<file path="config.mk">
export PLATFORM = sky130hd
export DESIGN_NAME = vga_timing_gen
export DESIGN_NICKNAME = d
export VERILOG_FILES = /design/src/rtl/vga_timing_pkg.sv /design/src/rtl/vga_timing_gen.sv
export SDC_FILE = /design/constraint.sdc
export NUM_CORES = 1
export LEC_CHECK = 0
export CORE_AREA = 2 2 66 68
export DETAILED_ROUTE_END_ITERATION = 6
export DIE_AREA = 0 0 68 70
export GPL_ROUTABILITY_DRIVEN = 0
export MAX_ROUTING_LAYER = met4
export PLACE_DENSITY = 0.76
export SYNTH_ARGS = -nofsm -noshare
export SYNTH_HDL_FRONTEND = slang
export SYNTH_SLANG_ARGS = --single-unit
</file>
<file path="constraint.sdc">
create_clock -name clk -period 2.5 [get_ports clk]
set_input_delay 0.25 -clock clk [delete_from_list [all_inputs] [get_ports clk]]
set_output_delay 0.25 -clock clk [all_outputs]
set_load 0.005 [all_outputs]
</file>
<file path="src/rtl/vga_timing_pkg.sv">
// Default 640x480@60 timing constants and totals helper
// shared by the VGA timing generator.
package vga_timing_pkg;

    localparam int VGA_H_ACTIVE = 640;
    localparam int VGA_H_FP     = 16;
    localparam int VGA_H_SYNC   = 96;
    localparam int VGA_H_BP     = 48;
    localparam int VGA_V_ACTIVE = 480;
    localparam int VGA_V_FP     = 10;
    localparam int VGA_V_SYNC   = 2;
    localparam int VGA_V_BP     = 33;

    function automatic int timing_total(
        input int active,
        input int fp,
        input int sync,
        input int bp
    );
        return active + fp + sync + bp;
    endfunction

endpackage

</file>
<file path="src/rtl/vga_timing_gen.sv">
// VGA raster timing generator with registered, aligned outputs.
// Optional frame counter port when VGA_FRAME_COUNTER_EN is defined.
module vga_timing_gen
    import vga_timing_pkg::*;
#(
    parameter int H_ACTIVE   = VGA_H_ACTIVE,
    parameter int H_FP       = VGA_H_FP,
    parameter int H_SYNC     = VGA_H_SYNC,
    parameter int H_BP       = VGA_H_BP,
    parameter int V_ACTIVE   = VGA_V_ACTIVE,
    parameter int V_FP       = VGA_V_FP,
    parameter int V_SYNC     = VGA_V_SYNC,
    parameter int V_BP       = VGA_V_BP,
    parameter bit HSYNC_POL  = 1'b0,
    parameter bit VSYNC_POL  = 1'b0,
    parameter int LOOKAHEAD  = 2,
    localparam int H_TOTAL   = timing_total(H_ACTIVE, H_FP, H_SYNC, H_BP),
    localparam int V_TOTAL   = timing_total(V_ACTIVE, V_FP, V_SYNC, V_BP),
    localparam int HW        = $clog2(H_TOTAL),
    localparam int VW        = $clog2(V_TOTAL)
) (
    input  logic          clk,
    input  logic          rst,
    input  logic          en,
    output logic          hsync,
    output logic          vsync,
    output logic          de,
    output logic [HW-1:0] x,
    output logic [VW-1:0] y,
    output logic          line_start,
    output logic          frame_start,
    output logic          prefetch
`ifdef VGA_FRAME_COUNTER_EN
    ,
    output logic [7:0]    frame_cnt
`endif
);

    if (LOOKAHEAD < 1 || LOOKAHEAD >= H_ACTIVE ||
        H_SYNC == 0 || V_SYNC == 0) begin : g_bad_params
        $error("vga_timing_gen: invalid timing parameters");
    end

    logic [HW-1:0] hcnt;
    logic [VW-1:0] vcnt;
    logic          h_last;
    logic          v_last;
    logic          vis;
    logic          h_in_sync;
    logic          v_in_sync;
    logic          pf_next;
    int            h_ahead;
    int            v_ahead;

    always_comb begin
        h_last    = int'(hcnt) == H_TOTAL - 1;
        v_last    = int'(vcnt) == V_TOTAL - 1;
        vis       = int'(hcnt) < H_ACTIVE && int'(vcnt) < V_ACTIVE;
        h_in_sync = int'(hcnt) >= H_ACTIVE + H_FP &&
                    int'(hcnt) <  H_ACTIVE + H_FP + H_SYNC;
        v_in_sync = int'(vcnt) >= V_ACTIVE + V_FP &&
                    int'(vcnt) <  V_ACTIVE + V_FP + V_SYNC;
        // LOOKAHEAD < H_TOTAL, so at most one line wrap ahead
        h_ahead   = int'(hcnt) + LOOKAHEAD;
        v_ahead   = int'(vcnt);
        if (h_ahead >= H_TOTAL) begin
            h_ahead = h_ahead - H_TOTAL;
            v_ahead = v_last ? 0 : v_ahead + 1;
        end
        pf_next   = h_ahead < H_ACTIVE && v_ahead < V_ACTIVE;
    end

    always_ff @(posedge clk) begin
        if (rst) begin
            hcnt        <= '0;
            vcnt        <= '0;
            x           <= '0;
            y           <= '0;
            de          <= 1'b0;
            hsync       <= ~HSYNC_POL;
            vsync       <= ~VSYNC_POL;
            line_start  <= 1'b0;
            frame_start <= 1'b0;
            prefetch    <= 1'b0;
        end else if (en) begin
            hcnt <= h_last ? '0 : hcnt + 1'b1;
            if (h_last) begin
                vcnt <= v_last ? '0 : vcnt + 1'b1;
            end
            x           <= hcnt;
            y           <= vcnt;
            de          <= vis;
            hsync       <= h_in_sync ? HSYNC_POL : ~HSYNC_POL;
            vsync       <= v_in_sync ? VSYNC_POL : ~VSYNC_POL;
            line_start  <= hcnt == '0;
            frame_start <= hcnt == '0 && vcnt == '0;
            prefetch    <= pf_next;
        end else begin
            // pulses mark a position once, not every stalled cycle
            line_start  <= 1'b0;
            frame_start <= 1'b0;
        end
    end

`ifdef VGA_FRAME_COUNTER_EN
    always_ff @(posedge clk) begin
        if (rst) begin
            frame_cnt <= '0;
        end else if (en && h_last && v_last) begin
            frame_cnt <= frame_cnt + 8'd1;
        end
    end
`endif

endmodule

</file>
; Word level (Yosys, flattened, before mapping)
; Index checks and enable logic that the tools add are counted.
; Widths: inputs -> output; s select.
[totals]
wordCells = 43
input_bits = 3
reg_bits = 46
[classes]
order_cmp = 9
n_addsub = 5
n_reduce_logical = 9
n_mux = 7
n_eq_ne = 2
n_bitwise = 1
[op_table]
columns = op, count
row1 = $lt 32x10->1 const B, 1
row2 = $lt 32x11->1 const B, 1
row3 = $mux 32, 1
row4 = $mux 11, 2
row5 = $add 10x1->10 const B, 2
row6 = $logic_not 10->1, 2
row7 = $lt 10x10->1 const B, 2
row8 = $lt 10x9->1 const B, 2
row9 = $mux 10, 2
row10 = $sub 11x10->12 const B, 1
row11 = $add 10x1->11 const B, 1
row12 = $add 10x2->11 const B, 1
row13 = $ge 11x10->1 const B, 1
row14 = $eq 10x10->1 const B, 1
row15 = $eq 10x9->1 const B, 1
row16 = $ge 10x10->1 const B, 1
row17 = $ge 10x9->1 const B, 1
row18 = $logic_and 1x1->1, 5
row19 = $mux 1, 2
row20 = $reduce_and 2->1, 1
row21 = $reduce_or 2->1, 1
row22 = $not 1->1, 1

; Depth between registers and ports, before layout
[depth]
depth_word = 5
depth_mapped = 7

; Worst setup path after synthesis
; No wires, ideal clock.
[synth_timing]
kind = register to register
startpoint = register hcnt[6]
endpoint = register vcnt[4]
arrival_ns = 1.768
synth_period_minus_slack_ns = 1.838
path_slack_ns = 0.662
stages_incl_launch_ff = 7
setup_time_ns = 0.071
required_ns = 2.429
path_cell_list = dfxtp_1 clkbuf_1 or4b_4 nor4_4 nand4_1 or3b_1 a21oi_1
[synth_between]
elab_chain_cells = 2
[synth_lines]
columns = item, line_no
row1 = start: declaration, vga_timing_gen.sv:44  ; logic [HW-1:0] hcnt;
row2 = start signal: assignment, vga_timing_gen.sv:86  ; hcnt <= h_last ? '0 : hcnt + 1'b1;
row3 = $eq 10x9->1, vga_timing_gen.sv:56  ; h_last = int'(hcnt) == H_TOTAL - 1;
row4 = $reduce_and 2->1 (no line), n/a
row5 = end signal: assignment, vga_timing_gen.sv:88  ; vcnt <= v_last ? '0 : vcnt + 1'b1;
row6 = end: declaration, vga_timing_gen.sv:45  ; logic [VW-1:0] vcnt;
; Every way passes these cells.
; A chain may end at the register's enable or synchronous reset.

; Final worst setup path
[layout_timing]
startpoint = register hcnt[5]
endpoint = register vcnt[2]
; The elaborated chain is that of the path after synthesis.

==> results.cfg <==
[layout]
finish.instance_area_um2 = 2460
drive_gt1_frac = 0.0545
mostFrequentLayoutCell = dfxtp_1
fin_nets = 263
syn2layout_area_growth_pct = 17.7
most-common-layout-cells = 46 x dfxtp_1, 36 x nor2_1, 28 x clkdlybuf4s50_1
n_fill_cell = 380
multi_input_area_um2 = 1060
n_antenna_cell = 0
regArea_um2 = 921

[clocking]
clock_path_buffers = 2
clk_latency_ns = 0.30
cts_setup_buffers = 0
clk_pin_slew_ns = 0.08
cts_buffers = 5
root_buffer = clkbuf_8
postCtsResizedCells = 0
cts-htree-levels = 2
cts_sinks = 46
cts_tree = done
cts_hold_buf = 0

[global_route]
grt_max_degree = 38
track_usage = 0.195
grt_pass1_vias = 1539
antenna_found_initial = 0
grt_pass1_wl_um = 7030
overflow = 0

[sta]
max_freq_mhz = 504
tightest_slew_ns = 0.465
drv_slew = 0
min_period_over_period = 0.794
fin_tns_setup_ns = 0
hold_viol_final = 0
finalSetupViolCount = 0
timing.final.ws_setup_ns = 0.514
timing.final.crit_period_ns = 1.99
rsz0062_at_grt = false
slew_headroom = 0.690
fin_skew_ns = 0.00720

[logic_synthesis]
synthArstFlopShare = 0
postSynthCellCount = 240
synthXorXnorAreaFrac = 0.0502
yosys.area_share.simple = 0.255
synth_warnings = 0
synth_top_area_cell = dfxtp_1
synthMuxAreaShare = 0.100
synth_top_family_by_area = simple AND/OR/NAND/NOR gates
yosysTopAreaCellShare = 0.440
synthesis.nets = 247
synth.distinct_cells = 38
synth-edff-count = 0
synth_compound_area_frac = 0.0772
ys.flop_type = dfxtp_1
synth_fa_ha_area_frac = 0.0239
ys_seq_elements = 46
syn_avg_cell_area_um2 = 8.72
yosysSeqAreaShare = 0.440
syn-cell-area_um2 = 2090
ys_top_cells_by_area = dfxtp_1 44%, mux2i_1 10%, nor2_1 6.5%

[routing]
routed.top_layer = met4
wl_per_cell_um = 13.2
dr_total_vias = 1673
dr_wl_met3_um = 182
drc = 0
route.met2.wl_um = 1800
drt-met1-wl_um = 2030
viasPerCell = 5.41
dr.pass1.iters = 4
routed_wl_um = 4080
drtIter0Drc = 158
ant_nets = 0

[worst_setup_path]
ff2ff_path_depth = 5
worstSetupPathType = reg2reg
rr_endpoint = vcnt[2]
endpoint = vcnt[2]
cp_max_fo = 21
cp_data_required_time_ns = 2.70
r2r-start = hcnt[5]
startpoint = hcnt[5]
arrival_ns = 2.19
critPathCaptureType = register
r2r_slack_ns = 0.51
start_kind = register

[die]
coreArea_um2 = 4140
dieWidth_um = 68
num_rows = 24
initial_core_util = 0.505
io_pins = 29
design.die.area_um2 = 4760
die_y_um = 70

[power_and_ir_drop]
combPwrFrac = 0.053
peakVddDrop_uv = 247
powerDensity_nw_per_um2 = 520
seqPwrFrac = 0.584
p_int_mw = 0.996
swShare = 0.222
power_leakage_nw = 0.940
p_clk_frac = 0.363
power_switching_mw = 0.285

[placed_design]
dp_slack_ns = 0.351
post_dp_cell_area_um2 = 2370
dpl.hpwl_um = 2680
port_buffers = 28

[hold_path]
min_from = de
hp-class = reg2reg

[flow_run]
maxCapViolations = 0

[outcome]
status = finished clean
-- cells in the mapped netlist, types with 2 or more instances --
library cell / n
a21oi_1: 9
a311oi_1: 2
and3_1: 2
buf_2: 5
clkbuf_1: 16
dfxtp_1: 46
ha_1: 4
inv_1: 6
mux2i_1: 21
nand2_1: 16
nand2b_1: 7
nand3_1: 8
nand4_1: 8
nand4b_1: 2
nor2_1: 36
nor3_1: 14
nor4b_1: 2
o21ai_0: 3
o22ai_1: 2
o31ai_1: 2
or2_2: 2
xnor2_1: 4
xor2_1: 8
-- metrics by stage --
| step | total power [mW] | util | instances | hold slack, ns |
|---|---|---|---|---|
| 2_1_floorplan | 0.809 | - | 240 | 0.463 |
| 3_3_place_gp | 0.832 | 0.572 | 301 | 0.455 |
| 3_5_place_dp | 0.833 | 0.572 | 301 | 0.464 |
| 4_1_cts | 1.30 | 0.594 | 309 | 0.476 |
| 5_1_grt | 1.33 | 0.594 | 309 | 0.488 |
| 6_report | 1.28 | 0.594 | 309 | 0.471 |
-- area by class of cell --
| class | instances | share of cell area |
|---|---|---|
| clock buffer | 7 | 0.0351 |
| multi-input combinational | 166 | 0.430 |
| tap | 52 | 0.0264 |
| clock inverter | 1 | 0.00203 |
| inverter | 6 | 0.00915 |
| sequential | 46 | 0.374 |
| timing repair buffer | 31 | 0.123 |
-- per-layer routing --
metal | vias up | global-route usage
li1 | 857 | -
met1 | 771 | 0.270
met3 | 6 | 0.0435
met5 | - | -
met4 | 0 | 0.0689
met2 | 39 | 0.278
-- critical path, cell delays in order (launching register included) --
cell and delay [ns]:
dfxtp_1 0.42, or4b_4 0.60, nor4_4 0.17, buf_4 0.29
a21oi_1 0.10, a311oi_1 0.30
-- state kept, by name, indices dropped and copies added (netlist names) --
name,count
hcnt,10
vcnt,10
x,10
y,10
de,1
frame_start,1
hsync,1
line_start,1
prefetch,1
vsync,1
-- power groups by stage --
stage | logic, mW | registers [mW] | clock network (mW)
2_1_floorplan | 0.0446 | 0.764 | 0
3_3_place_gp | 0.0670 | 0.765 | 0
3_5_place_dp | 0.0675 | 0.766 | 0
4_1_cts | 0.0679 | 0.748 | 0.480
5_1_grt | 0.0743 | 0.750 | 0.503
6_report | 0.0674 | 0.748 | 0.465
-- kinds of logic (layout without fill, tap and decap cells) --
| family | Yosys count | after routing |
|---|---|---|
| adders and majority gates | 4 | 4 |
| AOI/OAI and AO/OA | 25 | 25 |
| DFF | 46 | 46 |
| muxes | 21 | 21 |
| buffers and inverters | 28 | 45 |
| xor gates and xnor gates | 12 | 12 |
| and+or+nand+nor | 104 | 104 |
-- worst min path at each step --
| stage | endpoint | slack [ns] | depth (start not counted) |
|---|---|---|---|
| after global routing | de | 0.49 | 2 |
| final | de | 0.47 | 2 |
| after floorplan | de | 0.46 | 2 |
| after global placement | de | 0.46 | 2 |
| after detailed placement | de | 0.46 | 2 |
| after CTS | de | 0.48 | 2 |
Power figures use the tool's default switching activity.
